`src/rtl/alu_exec_if.sv`:
```
// Request/response bundle for alu_exec: operation request with valid/ready,
// and a held result with valid/ready plus a busy indication.
interface alu_exec_if #(
  parameter int unsigned XLEN = 32
);
  logic            in_valid;
  logic            in_ready;
  logic [3:0]      alu_op;
  logic [XLEN-1:0] a;
  logic [XLEN-1:0] b;
  logic            out_valid;
  logic            out_ready;
  logic [XLEN-1:0] result;
  logic            busy;

  modport master (
    output in_valid, alu_op, a, b, out_ready,
    input  in_ready, out_valid, result, busy
  );

  modport slave (
    input  in_valid, alu_op, a, b, out_ready,
    output in_ready, out_valid, result, busy
  );
endinterface

```
`src/rtl/alu_exec.sv`:
```
// Registered RV32-style ALU with valid/ready handshake and iterative shifter.
// Define ALU_FAST_SHIFT_EN to replace the iterative shifter with a barrel shifter.
module alu_exec #(
  parameter int unsigned XLEN = 32
) (
  input logic        clk,
  input logic        rst_n,
  alu_exec_if.slave  bus
);

  typedef enum logic [1:0] {IDLE, SHIFT, DONE} state_e;

  state_e          state_q, state_d;
  logic [XLEN-1:0] result_q, result_d;
  logic [4:0]      cnt_q, cnt_d;
  logic [3:0]      op_q, op_d;

  logic            in_ready;
  logic            accept;
  logic [4:0]      shamt;
  logic            is_shift;
  logic            iter_shift;
  logic            eq, lt_s, lt_u;
  logic [XLEN-1:0] calc;
  logic [XLEN-1:0] shift1;

  assign in_ready = (state_q == IDLE) || ((state_q == DONE) && bus.out_ready);
  assign accept   = bus.in_valid && in_ready;
  assign shamt    = bus.b[4:0];
  assign is_shift = (bus.alu_op == 4'b1011) || (bus.alu_op == 4'b1100) ||
                    (bus.alu_op == 4'b1101);

`ifdef ALU_FAST_SHIFT_EN
  assign iter_shift = 1'b0;
`else
  assign iter_shift = is_shift && (shamt != 5'd0);
`endif

  assign eq   = (bus.a == bus.b);
  assign lt_s = ($signed(bus.a) < $signed(bus.b));
  assign lt_u = (bus.a < bus.b);

  always_comb begin
    calc = '0;
    case (bus.alu_op)
      4'b0000: calc = XLEN'(eq);
      4'b0001: calc = XLEN'(!eq);
      4'b0010: calc = XLEN'(lt_s);
      4'b0011: calc = XLEN'(lt_u);
      4'b0100: calc = XLEN'(!lt_s);
      4'b0101: calc = XLEN'(!lt_u);
      4'b0110: calc = bus.a + bus.b;
      4'b0111: calc = bus.b;
      4'b1000: calc = bus.a ^ bus.b;
      4'b1001: calc = bus.a | bus.b;
      4'b1010: calc = bus.a & bus.b;
`ifdef ALU_FAST_SHIFT_EN
      4'b1011: calc = bus.a << shamt;
      4'b1100: calc = $signed(bus.a) >>> shamt;
      4'b1101: calc = bus.a >> shamt;
`else
      // Only reached with shamt 0; non-zero amounts go through SHIFT.
      4'b1011, 4'b1100, 4'b1101: calc = bus.a;
`endif
      4'b1110: calc = bus.a - bus.b;
      default: calc = bus.a + bus.b;
    endcase
  end

  always_comb begin
    case (op_q)
      4'b1011: shift1 = {result_q[XLEN-2:0], 1'b0};
      4'b1100: shift1 = {result_q[XLEN-1], result_q[XLEN-1:1]};
      default: shift1 = {1'b0, result_q[XLEN-1:1]};
    endcase
  end

  always_comb begin
    state_d  = state_q;
    result_d = result_q;
    cnt_d    = cnt_q;
    op_d     = op_q;
    case (state_q)
      IDLE, DONE: begin
        if (accept) begin
          op_d = bus.alu_op;
          if (iter_shift) begin
            result_d = bus.a;
            cnt_d    = shamt;
            state_d  = SHIFT;
          end else begin
            result_d = calc;
            state_d  = DONE;
          end
        end else if ((state_q == DONE) && bus.out_ready) begin
          state_d = IDLE;
        end
      end
      SHIFT: begin
        result_d = shift1;
        cnt_d    = cnt_q - 5'd1;
        if (cnt_q == 5'd1) state_d = DONE;
      end
      default: state_d = IDLE;
    endcase
  end

  always_ff @(posedge clk) begin
    if (!rst_n) begin
      state_q  <= IDLE;
      result_q <= '0;
      cnt_q    <= '0;
      op_q     <= '0;
    end else begin
      state_q  <= state_d;
      result_q <= result_d;
      cnt_q    <= cnt_d;
      op_q     <= op_d;
    end
  end

  assign bus.in_ready  = in_ready;
  assign bus.out_valid = (state_q == DONE);
  assign bus.result    = result_q;
  assign bus.busy      = (state_q != IDLE);

endmodule

```
`src/flat_wrapper.sv`:
```
// flat-port wrapper written by rule: the top's interface ports become plain ports
module alu_exec_flat 
#(
  parameter int unsigned XLEN = 32
)
  (clk, rst_n, bus_in_valid, bus_alu_op, bus_a, bus_b, bus_out_ready, bus_in_ready, bus_out_valid, bus_result, bus_busy);
  alu_exec_if #(.XLEN(XLEN)) bus_i ();
  input logic clk;
  input logic rst_n;
  input wire logic [$bits(bus_i.in_valid)-1:0] bus_in_valid;
  input wire logic [$bits(bus_i.alu_op)-1:0] bus_alu_op;
  input wire logic [$bits(bus_i.a)-1:0] bus_a;
  input wire logic [$bits(bus_i.b)-1:0] bus_b;
  input wire logic [$bits(bus_i.out_ready)-1:0] bus_out_ready;
  output wire logic [$bits(bus_i.in_ready)-1:0] bus_in_ready;
  output wire logic [$bits(bus_i.out_valid)-1:0] bus_out_valid;
  output wire logic [$bits(bus_i.result)-1:0] bus_result;
  output wire logic [$bits(bus_i.busy)-1:0] bus_busy;
  assign bus_i.in_valid = bus_in_valid;
  assign bus_i.alu_op = bus_alu_op;
  assign bus_i.a = bus_a;
  assign bus_i.b = bus_b;
  assign bus_i.out_ready = bus_out_ready;
  assign bus_in_ready = bus_i.in_ready;
  assign bus_out_valid = bus_i.out_valid;
  assign bus_result = bus_i.result;
  assign bus_busy = bus_i.busy;
  alu_exec #(.XLEN(XLEN)) u_core (.clk(clk), .rst_n(rst_n), .bus(bus_i));
endmodule
```
`config.mk`:
```
export PLATFORM = sky130hd
export DESIGN_NAME = alu_exec_flat
export DESIGN_NICKNAME = d
export VERILOG_FILES = /design/src/rtl/alu_exec_if.sv /design/src/rtl/alu_exec.sv /design/src/flat_wrapper.sv
export SDC_FILE = /design/constraint.sdc
export NUM_CORES = 1
export LEC_CHECK = 0
export ABC_CLOCK_PERIOD_IN_PS = 3200
export CAP_MARGIN = 30
export CORE_ASPECT_RATIO = 1.5
export CORE_MARGIN = 2
export CORE_UTILIZATION = 30
export CTS_CLUSTER_DIAMETER = 150
export DETAILED_ROUTE_END_ITERATION = 8
export PLACE_DENSITY_LB_ADDON = 0.2
export SLEW_MARGIN = 30
export SYNTH_ARGS = -nofsm -noshare
export SYNTH_HDL_FRONTEND = slang
export SYNTH_SLANG_ARGS = --single-unit
```
`constraint.sdc`:
```
create_clock -name clk -period 3.2 [get_ports clk]
set_input_delay 0.64 -clock clk [delete_from_list [all_inputs] [get_ports clk]]
set_output_delay 0.64 -clock clk [all_outputs]
set_load 0.1 [all_outputs]
```
==> results of run 1 <==
[registers in the layout, indices dropped and copies added (netlist names)]
signal             flops
u_core.bus.result     32
u_core.cnt_q           5
u_core.op_q            4
u_core.state_q         2
[power by group through the flow]
stage               Clock (W)  Combinational (W)  Sequential (W)
floorplan                   0           0.000880        0.000969
global placement            0            0.00206        0.000680
detailed placement          0            0.00207        0.000678
CTS                  0.000549            0.00220        0.000666
global route         0.000568            0.00249        0.000674
finish               0.000549            0.00233        0.000670
[cells by family after synthesis]
kind of cell    after synthesis
compound gates              446
simple gates                381
xor+xnor                     14
buf+inv                     186
fa+ha+maj                   100
flops                        43
mux                           4
[worst max-delay path, delay by kind of cell]
family	cells	cell delay, ns
fa+ha+maj	1	0.24
simple gates	1	0.20
compound gates	7	1.67
buf+inv	2	0.58
[per-stage QoR]
stage | setup WS [ns] | hold slack [ns] | power [W]
after detailed placement | -0.743 | 0.481 | 0.00275
after CTS | -0.0132 | 0.499 | 0.00341
after global placement | -0.695 | 0.471 | 0.00274
final | 0.0677 | 0.500 | 0.00355
after global routing | -0.0335 | 0.525 | 0.00373
after floorplan | 0.0185 | 0.451 | 0.00185
[path summary, 6_finish.rpt]
kind | startpoint | endpoint | slack [ns] | depth (start not counted)
max | bus_b[15] | u_core.bus.result[24]$_SDFFE_PN0P_ | 0.07 | 11
min | u_core.op_q[2]$_SDFFE_PN0P_ | u_core.op_q[2]$_SDFFE_PN0P_ | 0.50 | 2
max reg2reg | u_core.state_q[0]$_SDFFE_PN0P_ | u_core.bus.result[14]$_SDFFE_PN0P_ | 0.78 | 10
min reg2reg | u_core.op_q[2]$_SDFFE_PN0P_ | u_core.op_q[2]$_SDFFE_PN0P_ | 0.50 | 2
[Yosys cell counts (5+ instances only)]
library cell    n  area, sq um
a211o_1         9         78.8
a211oi_1       13         97.6
a21boi_0        7         52.6
a21o_1         14          105
a21oi_1       107          536
a221o_1         6         60.1
a221oi_1       26          228
a222oi_1       11          110
a22oi_1         6         45.0
a31oi_1        21          131
and2_1          7         43.8
and3_1         14         87.6
buf_1           5         18.8
buf_2          10         50.1
clkbuf_1       67          251
dfxtp_1        43          861
ha_1           98         1230
inv_1         103          387
nand2_1       139          522
nand2b_1       17          106
nand3_1        34          170
nor2_1         68          255
nor2b_1        26          163
nor3_1         32          160
nor4_1          9         56.3
o2111ai_1       7         61.3
o211a_1         6         60.1
o211ai_1       26          195
o21a_1         14          105
o21ai_0        84          420
o21bai_1        5         37.5
o221ai_1       12          105
o22ai_1        10         62.6
o311ai_0        5         43.8
o31ai_1         7         52.6
or2_2           7         43.8
or3_1           6         37.5
xnor2_1         9         78.8
xor2_1          5         43.8
[area by class of cell]
type,count,area (sq um)
Fill cell,2630,13300
Multi-Input combinational cell,945,7140
Timing Repair Buffer,453,3680
Sequential cell,43,861
Tap cell,333,417
Inverter,103,387
Clock buffer,7,133
Clock inverter,1,5.00
[cell usage in the layout (no fill, tap or decap), types with 13 or more instances in the layout]
| cell type | instances |
|---|---|
| a21o_1 | 14 |
| a21oi_1 | 93 |
| a21oi_2 | 13 |
| a221oi_1 | 21 |
| a31oi_1 | 18 |
| and3_1 | 13 |
| buf_4 | 364 |
| clkdlybuf4s50_1 | 38 |
| dfxtp_1 | 43 |
| dlymetal6s2s_1 | 16 |
| ha_1 | 66 |
| ha_4 | 22 |
| inv_1 | 70 |
| inv_2 | 33 |
| nand2_1 | 136 |
| nand2b_1 | 17 |
| nand3_1 | 34 |
| nor2_1 | 64 |
| nor2b_1 | 21 |
| nor3_1 | 23 |
| o211ai_1 | 26 |
| o21a_1 | 14 |
| o21ai_0 | 67 |
| o21ai_1 | 16 |
[layer usage]
| metal | share of wire [%] | up-vias | wire length, um |
|---|---|---|---|
| met4 | 7.1 | 0 | 2700 |
| li1 | - | 5081 | - |
| met3 | 4.9 | 152 | 1860 |
| met2 | 51 | 448 | 19200 |
| met5 | 0 | - | 0 |
| met1 | 37 | 5117 | 14000 |
[timing repair]
action	CTS	global route
setup buffers	24	11
resized for setup	119	121
hold endpoints to repair	0	0
pin swaps	35	58
setup endpoints to repair	21	22
==> metrics.yaml, run 1 <==
logic_synthesis:
  syn_inst: 1174
  synth_area_sq_um: 7940
  ys_seq_area_share_pct: 10.8
  ys_types: 81
  synth.net_count: 1346
  synth_top_family_by_area: "compound AO/OA/AOI/OAI gates"
  yosys_warnings: 0
  synth_xor_area_share_pct: 1.54
  synth_edf_count: 0
  synthAdderAreaFrac_pct: 15.9
  synth-simple-area-share_pct: 23.1
  synth-compound-area-share_pct: 39.0
  async_reset_ff_share_pct: 0
  syn-mean-instance-area_sq_um: 6.76
  ys.flop_type: "dfxtp_1"
  synthMuxAreaShare_pct: 0.504
  ys_ff_latch: 43
sta:
  setup_viol: 0
  max_slew_margin_pct: 51.3
  min_period_ns: 3.13
  finClkSkew_ns: 0.00671
  hold_viol: 0
  worst_pin_slew_ns: 0.731
  finalCritPeriodShare_pct: 97.9
  drv_slew: 0
  max_freq_mhz: 319
  tns_ns: 0
detailed_routing:
  drt_iter0_drc: 806
  wl_per_cell_um: 20.0
  drc: 0
  ant_nets: 0
  routed_wl_um: 37700
  routed_via_density: 5.73
  via_count: 10800
  dr.pass1.iters: 5
power:
  p_leak_nw: 5.75
  p_comb_share_pct: 65.7
  pwr_density_cell_nw_per_um2: 281
  pwr-share-seq_pct: 18.9
  p_sw_w: 0.00169
  clockPowerShare_pct: 15.5
  power.internal_w: 0.00186
  vdd_ir_drop_max_uv: 191
  swShare_pct: 47.5
worst_setup_path:
  cpPeakStageDelay_ns: 0.43
  crit_chain: "clkdlybuf4s50_1 > buf_4 > ha_1 > a21oi_2 > o21ai_1 > a221o_1 > a31o_2 > a31o_2 > a211o_1 > and4_1 > a211o_1"
  required_ns: 3.40
  startpoint_type: "input port"
  worst-setup-path-type: "input port to flop"
  worstPathArrival_ns: 3.33
  path_max_fanout: 4
  slowest_stage: "clkdlybuf4s50_1"
  crit_path_end_kind: "flop"
die:
  design.portCount: 107
  core_region_area_sq_um: 25900
  die-height_um: 203
  die_area_sq_um: 27800
  dieWidth_um: 137
  rows: 72
  start_util_pct: 30.6
cts:
  cts_buffers: 5
  cts_buffer_depth: 2
  cts.sinks: 43
  clock_latency_ns: 0.30
  cts_tree: "built"
  cts.clk_slew.worst_paths_ns: 0.07
  htreeDepth: 2
  root_buffer: "clkbuf_16"
  cts_hold_buf: 0
global_routing:
  grt_start_max_net_pins: 32
  grt_pass1_vias: 10900
  gr-usage-met1_pct: 28.4
  use_met3_pct: 2.76
  grt_pass1_wl_um: 57800
  track_usage_pct: 26.5
  antenna_found_initial: 0
  busiest_layer: "met2"
  globalRouteOverflowTotal: 0
  met2_usage_pct: 48.9
placed_design:
  place_area_sq_um: 11500
  dp_hpwl_um: 29300
  portBuffers: 106
  routabilityCongestion: 0.955
  dp.cells: 1842
final_layout:
  syn_to_final_growth_pct: 59.0
  antenna_cells: 0
  stdcell_area_sq_um: 12600
  fin_util_pct: 48.7
  fin_cells: 1885
  drive_above_1_share_pct: 36.1
  nets: 1723
hold_path:
  worstHoldPathType: "flop to flop"
run_status:
  status: "finished, final reports clean"
run:
  cap_violations: 0
Note: power is estimated with default switching activity, not from simulation.
==> run 2, diff against run 1 <==
--- a/config.mk
+++ b/config.mk
@@ -11,6 +11,7 @@
 export CORE_MARGIN = 2
 export CORE_UTILIZATION = 30
 export CTS_CLUSTER_DIAMETER = 150
+export CTS_CLUSTER_SIZE = 25
 export DETAILED_ROUTE_END_ITERATION = 8
 export PLACE_DENSITY_LB_ADDON = 0.2
 export SLEW_MARGIN = 30
==> results of run 2 <==
No change in the layout: final DEF, timing and power equal those of run 1.
==> run 3, diff against run 2 <==
--- a/config.mk
+++ b/config.mk
@@ -5,7 +5,6 @@
 export SDC_FILE = /design/constraint.sdc
 export NUM_CORES = 1
 export LEC_CHECK = 0
-export ABC_CLOCK_PERIOD_IN_PS = 3200
 export CAP_MARGIN = 30
 export CORE_ASPECT_RATIO = 1.5
 export CORE_MARGIN = 2
==> results of run 3 <==
No change in the layout: final DEF, timing and power equal those of run 1.
